[src/rtl/div_pkg.sv]
// Shared types and constants for the sequential restoring divider.
package div_pkg;

  // Controller states: waiting for an operation, iterating, holding a result.
  typedef enum logic [1:0] {
    IDLE = 2'd0,
    CALC = 2'd1,
    DONE = 2'd2
  } div_state_t;

  localparam int DIV_WIDTH = 8;

  // Width of the bit counter for a given operand width (never below one bit).
  function automatic int cnt_width(input int w);
    return (w > 1) ? $clog2(w) : 1;
  endfunction

  localparam int CNT_W = cnt_width(DIV_WIDTH);

  // Quotient reported for divide-by-zero and overflow.
  localparam logic [DIV_WIDTH-1:0] QUOT_ONES = '1;

endpackage

[src/rtl/div_sub_chain.sv]
// Ripple trial subtractor: computes s - divisor as s + ~divisor + 1 over
// WIDTH+1 cells. With DIV_APPROX_SUB_EN defined, the APPROX_BITS lowest cells
// use the approximate full-adder cell (sum = x | (y ^ z), cout = z & (x | y)).
module div_sub_chain #(
  parameter int WIDTH       = 8,
  parameter int APPROX_BITS = 4
) (
  input  logic [WIDTH:0]   s,
  input  logic [WIDTH-1:0] divisor,
  output logic [WIDTH-1:0] diff,
  output logic             no_borrow
);

`ifdef DIV_APPROX_SUB_EN
  localparam int APPROX_EFF = (APPROX_BITS > WIDTH) ? WIDTH : APPROX_BITS;
`else
  // Approximate cells compiled out: every cell is an exact full adder.
  localparam int APPROX_EFF = 0 * APPROX_BITS;
`endif

  logic [WIDTH:0]   y;
  logic [WIDTH+1:0] c;

  // Invert the zero-extended divisor; the +1 enters as the chain carry-in.
  assign y    = ~{1'b0, divisor};
  assign c[0] = 1'b1;

  for (genvar i = 0; i <= WIDTH; i++) begin : g_cell
    if (i < APPROX_EFF) begin : g_approx
      assign diff[i]  = s[i] | (y[i] ^ c[i]);
      assign c[i+1]   = c[i] & (s[i] | y[i]);
    end else begin : g_exact
      assign c[i+1] = (s[i] & y[i]) | (c[i] & (s[i] ^ y[i]));
      // The top cell only contributes its carry; its sum bit is never needed.
      if (i < WIDTH) begin : g_sum
        assign diff[i] = s[i] ^ y[i] ^ c[i];
      end
    end
  end

  assign no_borrow = c[WIDTH+1];

endmodule

[src/rtl/seq_restoring_div_8.sv]
// Sequential restoring divider: 2*WIDTH-bit dividend / WIDTH-bit divisor,
// one quotient bit per cycle. Optional macro DIV_APPROX_SUB_EN swaps the low
// APPROX_BITS trial-subtractor cells for the approximate cell.
// Handshake: an input is taken on an edge with in_valid && in_ready; a result
// is released on an edge with out_valid && out_ready. Outputs are held
// stable while out_valid is high.
module seq_restoring_div_8
  import div_pkg::*;
#(
  parameter int WIDTH       = DIV_WIDTH,
  parameter int APPROX_BITS = 4
) (
  input  logic               clk,
  input  logic               rst,
  input  logic               in_valid,
  output logic               in_ready,
  input  logic [2*WIDTH-1:0] IN1,
  input  logic [WIDTH-1:0]   IN2,
  output logic               out_valid,
  input  logic               out_ready,
  output logic [WIDTH-1:0]   Quot,
  output logic [WIDTH-1:0]   Rem,
  output logic               div_zero,
  output logic               ovf
);

  localparam int CW = cnt_width(WIDTH);

  div_state_t       state_q, state_d;
  logic [WIDTH-1:0] r_q, d_q, dvsr_q, quot_q;
  logic [CW-1:0]    cnt_q;
  logic             dz_q, ovf_q;

  logic [WIDTH-1:0] in_hi, in_lo;
  logic             in_zero, in_ovf;
  logic [WIDTH:0]   s;
  logic [WIDTH-1:0] t;
  logic             nb;

  assign in_hi   = IN1[2*WIDTH-1:WIDTH];
  assign in_lo   = IN1[WIDTH-1:0];
  assign in_zero = (IN2 == '0);
  assign in_ovf  = (in_hi >= IN2);

  // Partial remainder extended by the next dividend bit.
  assign s = {r_q, d_q[WIDTH-1]};

  div_sub_chain #(
    .WIDTH       (WIDTH),
    .APPROX_BITS (APPROX_BITS)
  ) u_sub (
    .s         (s),
    .divisor   (dvsr_q),
    .diff      (t),
    .no_borrow (nb)
  );

  // State register.
  always_ff @(posedge clk) begin
    if (rst) state_q <= IDLE;
    else     state_q <= state_d;
  end

  // Next-state logic; flagged operations finish at the accept edge.
  always_comb begin
    state_d = state_q;
    unique case (state_q)
      IDLE: if (in_valid) state_d = (in_zero || in_ovf) ? DONE : CALC;
      CALC: if (cnt_q == '0) state_d = DONE;
      DONE: if (out_ready) state_d = IDLE;
      default: state_d = IDLE;
    endcase
  end

  // Datapath: operand capture on accept, one restoring step per CALC cycle.
  always_ff @(posedge clk) begin
    if (rst) begin
      r_q    <= '0;
      d_q    <= '0;
      dvsr_q <= '0;
      quot_q <= '0;
      cnt_q  <= '0;
      dz_q   <= 1'b0;
      ovf_q  <= 1'b0;
    end else begin
      unique case (state_q)
        IDLE: begin
          if (in_valid) begin
            dvsr_q <= IN2;
            d_q    <= in_lo;
            cnt_q  <= CW'(WIDTH - 1);
            if (in_zero) begin
              dz_q   <= 1'b1;
              ovf_q  <= 1'b0;
              quot_q <= '1;
              r_q    <= in_lo;
            end else if (in_ovf) begin
              dz_q   <= 1'b0;
              ovf_q  <= 1'b1;
              quot_q <= '1;
              r_q    <= '0;
            end else begin
              dz_q   <= 1'b0;
              ovf_q  <= 1'b0;
              quot_q <= '0;
              r_q    <= in_hi;
            end
          end
        end
        CALC: begin
          r_q    <= nb ? t : s[WIDTH-1:0];
          quot_q <= {quot_q[WIDTH-2:0], nb};
          d_q    <= d_q << 1;
          if (cnt_q != '0) cnt_q <= cnt_q - 1'b1;
        end
        default: ;
      endcase
    end
  end

  assign in_ready  = (state_q == IDLE);
  assign out_valid = (state_q == DONE);
  assign Quot      = quot_q;
  assign Rem       = r_q;
  assign div_zero  = dz_q;
  assign ovf       = ovf_q;

endmodule

[config.mk]
export PLATFORM = sky130hd
export DESIGN_NAME = seq_restoring_div_8
export DESIGN_NICKNAME = d
export VERILOG_FILES = /design/src/rtl/div_pkg.sv /design/src/rtl/div_sub_chain.sv /design/src/rtl/seq_restoring_div_8.sv
export SDC_FILE = /design/constraint.sdc
export NUM_CORES = 1
export LEC_CHECK = 0
export CAP_MARGIN = 0
export CORE_ASPECT_RATIO = 2
export CORE_MARGIN = 1
export CORE_UTILIZATION = 40
export DETAILED_ROUTE_END_ITERATION = 8
export PLACE_DENSITY_LB_ADDON = 0.12
export SLEW_MARGIN = 30
export SYNTH_ARGS = -nofsm -noshare
export SYNTH_HDL_FRONTEND = slang
export SYNTH_HIERARCHICAL = 1
export SYNTH_SLANG_ARGS = --single-unit
[constraint.sdc]
create_clock -name clk -period 5.9 [get_ports clk]
set_input_delay 1.475 -clock clk [delete_from_list [all_inputs] [get_ports clk]]
set_output_delay 1.475 -clock clk [all_outputs]
set_load 0.03 [all_outputs]
==> run metrics, run 1 <==
Placed Instances 368; Seq cells post-synth 39; first-pass GRT wire length between 9 and 10 mm; # DRC 0; Slew Viols, Final 0; Clock Tree Buf Depth 2; Synthesized Nets roughly 320; DR iter-0 viols roughly 80; Final min period between 4000 and 5000 ps; pin count of the biggest net entering global routing 42; Crit. End Element flop; CTS buffer count 5; Tcrit/Tclk final roughly 77%; RSZ-0062 raised after global routing false; dpl hpwl approximately 4.3 mm; Mapped Area about 0.0023 mm2; total track usage 21.33%; Netlist cell types about 40; CTS tree yes; critical path required time between 6000 and 7000 ps; Sink Count 39; per-cell routed wire length roughly 16 um; number of port buffers 47; Clock Root Buffer clkbuf_8; Seq/Total Area, Yosys approximately a third; Power Dens Cells approximately 300 mW/mm2; Synth warnings 6; VDD IR max between 0.15 and 0.2 mV; Primary FF master, synth dfxtp_1; Final #Nets about 360; Async S/R FF share, synth 0%; row cnt 38; Congestion Overflow GR 0; Mapped Cells ~280; Die H approximately 110 um; Post-Layout Cell Count around 380; worst slew pin tran 744.6 ps; antenna viol nets, final 0; maxcap violations 0; Arr. time, crit path 4750 ps; drt via density between 5 and 6; setup TNS 0 ps; Post-Route WL about 5.9 mm; post-cts sizing count 0; Achievable Freq around 220 MHz; die area 0.005991 mm2; status completed; Pleak about 1.2 nW; core area 0.005420 mm2; Worst Hold Class flop to flop; WS Path Type flop to flop; cts hold-fix bufs 0; Pre-antenna DRT Iters 4; Final setup viols 0; clock-pin slew on the worst setup and hold paths roughly 80 ps; vias in the first global route between 1500 and 2000; worst-path fanout max 9; initial antenna violation count 0; DR vias about 2000; worst rel slew slack between 50% and 60%; later-pin clock latency in the skew report 290 ps; number of synthesized flops with an enable pin 0; area delta synth->final 24.61%; n_diodes 0; RePlAce Congestion approximately 0.89; Layout fillers approximately 560; io pins between 40 and 50; Startpoint Class flop; Die Wd about 55 um; Final Hold Viols 0; H-tree level count 2; syn avg cell area 8.244 um2; fraction of layout cells with a size suffix above 1 under 10%; setup bufs post-CTS 0; Worst Skew about 4.3 ps; Initial Utilization a little over two fifths
metrics by stage:
stage	setup slack, ps	power (mW)	util, %	hold slack, ps	cell area (um2)
CTS	1347	0.8616	52.12	466.3	2825
floorplan	1614	0.5708	-	436.3	2267
finish	1338	0.8542	52.12	464.8	2825
global placement	1521	0.6737	50.62	449.2	2744
detailed placement	1340	0.6796	50.62	452.0	2744
global route	1101	0.9154	52.12	486.2	2825
placed cells by master (no fill, tap or decap), types with 2 or more instances in the layout:
cell	n
clkdlybuf4s50_1	47
dfxtp_1	39
nand2_1	34
nor2_1	33
inv_1	30
a21oi_1	19
o21ai_1	17
ha_1	11
mux2_1	8
o21ba_1	8
a311oi_1	8
o22ai_1	8
nor3_1	8
fa_1	7
clkbuf_8	5
a211oi_1	3
nor2b_1	2
nor4_1	2
o21ai_2	2
nor3_4	2
clkbuf_1	2
power breakdown:
part,internal [mW],switching (mW)
logic,0.149,0.191
registers,0.300,0.0331
clock network,0.0832,0.0977
total,0.532,0.322
path summary, 6_finish.rpt:
kind         cells past startpoint       end     start  slack [ps]
max                             16    Rem[1]    d_q[7]        1340
min                              1  cnt_q[0]  cnt_q[0]         460
max reg2reg                     16    Rem[1]    d_q[7]        1340
min reg2reg                      1  cnt_q[0]  cnt_q[0]         460
synth_stat cells (2+ instances only):
cell type / number / area share (%)
a211oi_1: 3 / 0.99
a21oi_1: 19 / 4.2
a311oi_1: 8 / 3.1
buf_2: 7 / 1.5
clkbuf_1: 6 / 0.99
dfxtp_1: 39 / 34
fa_1: 7 / 6.2
ha_1: 11 / 6.1
inv_1: 30 / 5.0
mux2_1: 8 / 4.0
nand2_1: 34 / 5.6
nor2_1: 33 / 5.5
nor2b_1: 2 / 0.55
nor3_1: 8 / 1.8
nor3_4: 2 / 1.4
nor4_1: 2 / 0.55
o21ai_1: 17 / 3.8
o21ai_2: 2 / 0.77
o21ba_1: 8 / 3.5
o22ai_1: 8 / 2.2
kinds of logic (layout without fill, tap and decap cells):
| logic type | Yosys count | in the layout | share of synthesized area (%) |
|---|---|---|---|
| AO/OA/AOI/OAI | 73 | 73 | 22.19 |
| adder cells (fa/ha/maj) | 18 | 18 | 12.25 |
| multiplexers | 9 | 9 | 4.415 |
| buffers and inverters | 45 | 86 | 8.333 |
| flip-flops | 39 | 39 | 34.44 |
| AND/OR/NAND/NOR | 91 | 91 | 18.38 |
per-layer routing:
layer | track usage (%) | vias up | part of all wire (%)
met3 | 2.990 | 6 | 3.4
li1 | - | 1010 | -
met1 | 24.36 | 917 | 40
met5 | 0 | - | 0
met4 | 7.857 | 0 | 1.4
met2 | 39.59 | 49 | 55
cell type report:
class | count | area (um2) | area share [%]
clock buffer | 7 | 76.32 | 2.702
clock inverter | 1 | 5.005 | 0.1771
inverter | 30 | 112.6 | 3.986
multi-input combinational | 191 | 1297 | 45.93
sequential | 39 | 780.7 | 27.64
tap | 60 | 75.07 | 2.657
timing repair buffer | 48 | 478.0 | 16.92
worst max-delay path, cell delays in order, from the launching register on:
cell and delay (ps):
dfxtp_1 350, inv_1 50, ha_1 210, fa_1 390
fa_1 400, fa_1 400, fa_1 400, fa_1 400
fa_1 370, inv_1 80, fa_1 150, or2_1 350
mux2_1 360, a21oi_1 140, o21ai_1 100, o21ai_1 150
o21ba_1 160
state kept, by name (all words and copies together), names as in the netlist:
name      flops
div_zero      1
ovf           1
Rem           8
dvsr_q        8
state_q       2
d_q           8
cnt_q         3
Quot          8
Power figures use the tool's default switching activity.
==> inputs of run 2 (changes only) <==
==> constraint.sdc (replaced) <==
create_clock -name clk -period 4.25 [get_ports clk]
set_input_delay 1.0625 -clock clk [delete_from_list [all_inputs] [get_ports clk]]
set_output_delay 1.0625 -clock clk [all_outputs]
set_load 0.03 [all_outputs]
==> run 2 against run 1 <==
- clock-buffer cell count shrank 1
- routed wire length is essentially flat
- sequential power grew 39%
- fmax grew 11%
==> run metrics, run 2 (synthesized netlist as in run 1, its figures left out) <==
Pre-antenna DRT Iters 4; Post-Layout Cell Count 380; worst-path fanout max 9; total track usage 21.21%; dpl hpwl 4.592 mm; WS Path Type flop to flop; RePlAce Congestion about 0.83; overall power 1.220 mW; Layout fillers 562; Pleak about 1.2 nW; most frequent cells in the layout 46 x clkdlybuf4s50_1, 37 x dfxtp_1, 34 x nand2_1, 33 x nor2_1, 30 x inv_1; die area around 0.0060 mm2; Placed Instances 371; CP max stage cell fa_1; vias in the first global route 2051; area of the multi-input gates 0.001324 mm2; Final Hold Viols 0; number of port buffers 47; Buf/Inv on CP 4; Crit. End Element flop; worst-path cell chain inv_1 -> ha_1 -> fa_2 -> fa_2 -> fa_2 -> fa_2 -> fa_2 -> fa_1 -> inv_1 -> fa_1 -> or2_4 -> buf_12 -> mux2_2 -> a21oi_2 -> o21ai_2 -> buf_4 -> o21ba_1; maxcap violations 0; n_diodes 0; Tcrit/Tclk final a little over nine tenths; drt via density between 5 and 6; most common cell after layout, fill and taps aside clkdlybuf4s50_1; later-pin clock latency in the skew report 300 ps; CTS buffer count 5; critical path required time about 4500 ps; Register Area slightly below 800 um2; Congestion Overflow GR 0; most frequent cell on the critical path fa_2; per-cell routed wire length 15.63 um; instance area at placement 0.002775 mm2; worst slew pin tran approximately 770 ps; VDD IR max 0.2384 mV; H-tree level count 2; Achievable Freq around 240 MHz; Final #Nets 365; core area 0.005420 mm2; Sink Count 39; cell family with most CP delay adder cells; DR iter-0 viols a little under 60; Slew Viols, Final 0; status completed; Post-Route WL roughly 5.9 mm; Power Dens Cells between 400 and 500 mW/mm2; setup TNS 0 ps; first-pass GRT wire length 9.839 mm; Die H between 100 and 150 um; fraction of layout cells with a size suffix above 1 roughly a tenth; CTS tree yes; antenna viol nets, final 0; Initial Utilization 41.83%; Critical Path Max Stage Delay approximately 360 ps; Final WS setup approximately 150 ps; pin count of the biggest net entering global routing 31; Final min period between 4000 and 5000 ps; row cnt 38; io pins 48; reg-to-reg slack, setup 150 ps; Clock Tree Buf Depth 2; Die Wd 55.24 um; Arr. time, crit path around 4300 ps; Clock Root Buffer clkbuf_8; pre-CTS setup slack -126.2 ps; Startpoint Class flop; worst rel slew slack 48.25%; DR vias just over 2000; # DRC 0; initial antenna violation count 0; Worst Skew ~8.6 ps; Worst Hold Class flop to flop; area delta synth->final 27.70%; clock-pin slew on the worst setup and hold paths around 80 ps; Final setup viols 0; RSZ-0062 raised after global routing true; worst hold slack 459.0 ps; Final Util a little over half; fin area approximately 0.0029 mm2
==> run 2: cell types whose count changed in the layout (fill, tap and decap cells not counted), moves of 2 or more <==
cell     delta
a21oi_2     +2
a21oi_1     -2
fa_1        -5
dfxtp_1     -2
dfxtp_2     +2
buf_4       +3
fa_2        +5
==> run 2: worst paths after layout <==
kind,startpoint,to,cells after the start
worst max register to register,d_q[7],Rem[0],17
worst min-delay path,dvsr_q[7],dvsr_q[7],2
worst max-delay path,d_q[7],Rem[0],17
worst min register to register,dvsr_q[7],dvsr_q[7],2
==> run 2: worst register-to-register path, cell delays in order (launching register included) <==
cell	delay (ps)
dfxtp_2	330
inv_1	40
ha_1	200
fa_2	340
fa_2	340
fa_2	350
fa_2	340
fa_2	340
fa_1	360
inv_1	70
fa_1	160
or2_4	120
buf_12	120
mux2_2	340
a21oi_2	150
o21ai_2	80
buf_4	150
o21ba_1	160
==> run 2: report_power, final <==
group	internal (mW)	switching, mW	leakage [nW]
Combinational	0.232	0.273	0.864
Clock	0.115	0.137	0.0412
Sequential	0.417	0.0467	0.323
==> run 2: timing repair <==
action / 4_1_cts / 5_1_grt
buffers inserted: 0 / 1
pin swaps: 2 / 1
gates resized for setup: 5 / 6
hold buffers: 0 / 0
endpoints found under the setup margin: 8 / 8
==> run 2: metal layers <==
metal	part of all wire [%]	track usage, %	up-vias	wire, um
met4	3.3	10.36	0	197
li1	-	-	1020	-
met3	4.3	3.947	12	254
met1	38	22.58	981	2284
met5	0	0	-	0
met2	54	39.33	51	3202
==> run 2: area by class of cell <==
class                      instances  share of cell area, %
multi-input combinational        191                  45.72
tap                               60                  2.593
timing repair buffer              52                  17.80
clock inverter                     2                 0.4322
clock buffer                       6                  2.506
inverter                          30                  3.889
sequential                        39                  27.05
==> inputs of run 3 (changes only) <==
==> constraint.sdc (replaced) <==
create_clock -name clk -period 4.25 [get_ports clk]
set_input_delay 1.0625 -clock clk [delete_from_list [all_inputs] [get_ports clk]]
set_output_delay 1.0625 -clock clk [all_outputs]
set_load 0.05 [all_outputs]
==> run 3 against run 2 <==
- core utilization is 0.74 points higher
- final area is 1.4% higher
- non-clock buffer count stayed put
==> run metrics, run 3 (synthesized netlist as in run 1, its figures left out) <==
status completed; Slew Viols, Final 0; top sig layer met4; Pre-antenna DRT Iters 4; die area approximately 0.0060 mm2; Achievable Freq about 240 MHz; Congestion Overflow GR 0; WS Path Type flop to flop; Sink Count 39; Final min period approximately 4000 ps; Initial Utilization a little over two fifths; Sw Ratio between 30 and 40%; Sequential Power Share about 34%; n_diodes 0; RSZ-0062 raised after global routing false; RePlAce Congestion just over 0.8; Final WS setup ~140 ps; Startpoint Class flop; antenna viol nets, final 0; # DRC 0; area delta synth->final 29.47%; setup TNS 0 ps; Pint around 0.84 mW; Final setup viols 0; most frequent cell on the critical path fa_2; CTS buffer count 5; critical path required time between 4000 and 5000 ps; worst hold slack about 460 ps; cts hold-fix bufs 0; Tcrit/Tclk final 96.60%; worst slew pin tran approximately 740 ps; Clock Tree Buf Depth 2; metal2 WL 3.273 mm; clock-pin slew on the worst setup and hold paths 80 ps; CP max stage cell fa_2; VDD IR max a little over 0.4 mV; most frequent cells in the layout 47 x clkdlybuf4s50_1, 37 x dfxtp_1, 34 x nand2_1, 33 x nor2_1, 30 x inv_1; vias in the first global route 2000; Final #Nets between 300 and 400; Power Dens Cells approximately 460 mW/mm2; Critical Path Max Stage Delay about 360 ps; Pleak between 1 and 1.5 nW; drt via density 5.497; total track usage a little over a fifth; initial antenna violation count 0; Clock Root Buffer clkbuf_8; DR vias ~2100; Arr. time, crit path between 4000 and 5000 ps; reg-to-reg slack, setup 140 ps; per-cell routed wire length around 16 um; Layout fillers 567; Die H ~110 um; Die Wd roughly 55 um; worst-path cell chain inv_1 -> ha_1 -> fa_2 -> fa_2 -> fa_2 -> fa_2 -> fa_2 -> fa_2 -> inv_1 -> fa_1 -> or2_1 -> buf_12 -> mux2_1 -> a21oi_1 -> o21ai_1 -> o21ai_1 -> o21ba_1; WL met1 approximately 2.4 mm; met3 wire len around 220 um; later-pin clock latency in the skew report a little under 300 ps; NetSw slightly above 0.5 mW; CTS tree yes; Post-Route WL 6.215 mm; io pins 48; most common cell after layout, fill and taps aside clkdlybuf4s50_1; Final Hold Viols 0; Comb pwr share between 40% and 50%; Register Area a little under 800 um2; row cnt 38; dpl hpwl 4.575 mm; fraction of layout cells with a size suffix above 1 around a tenth; DR iter-0 viols 34; maxcap violations 0; area of the multi-input gates around 0.0013 mm2; number of port buffers 47; Worst Skew 4.007 ps; pre-CTS setup slack -85.10 ps; Crit. End Element flop; H-tree level count 2; pin count of the biggest net entering global routing 42; worst-path fanout max 9; overall power 1.346 mW; Final Util 54.16%; Worst Hold Class flop to flop; first-pass GRT wire length ~10 mm; Clock power frac between 20% and 30%; core area between 0.005 and 0.006 mm2; worst rel slew slack 50.83%
## run 3: critical path: cells and delay by family, from the launching register on
kind                       cells  cell delay, ps
DFF                            1             330
AOI/OAI and AO/OA              4             550
adders and majority gates      8            2440
muxes                          1             320
and+or+nand+nor                1             130
buffers and inverters          3             240
## run 3: layer usage
metal  vias up  global-route usage (%)
li1       1026                       -
met1       991                   22.87
met2        53                   38.55
met3        19                   3.828
met4         0                   15.54
met5         -                       0
## run 3: final timing paths
kind / startpoint / to / depth (start not counted)
setup reg to reg: d_q[7] / Rem[2] / 17
setup / recovery: d_q[7] / Rem[2] / 17
hold reg to reg: dvsr_q[7] / dvsr_q[7] / 2
hold / removal: dvsr_q[7] / dvsr_q[7] / 2
## run 3: cell type report
type                            count  area share (%)
Inverter                           30           3.836
Clock buffer                        6           2.813
Tap cell                           60           2.558
Multi-Input combinational cell    191           45.10
Timing Repair Buffer               52           17.73
Clock inverter                      2           1.194
Sequential cell                    39           26.77
## run 3: metrics by stage
step                      area, um2  instances
after global placement         2783        371
final                          2935        380
after floorplan                2271        275
after global routing           2935        380
after CTS                      2908        379
after detailed placement       2783        371
## run 3: what timing repair did
action,4_1_cts,5_1_grt
cloned,0,0
setup buffers,0,1
pin swaps,0,4
gates resized for setup,3,7
endpoints found under the setup margin,8,8
hold endpoints to repair,0,0
## run 3: power groups by stage
stage                     clock, mW  sequential [mW]  combinational (mW)
after floorplan                   0            0.544               0.293
after CTS                     0.332            0.463               0.544
after global placement            0            0.471               0.533
after global routing          0.351            0.472               0.608
after detailed placement          0            0.471               0.539
final                         0.325            0.463               0.558
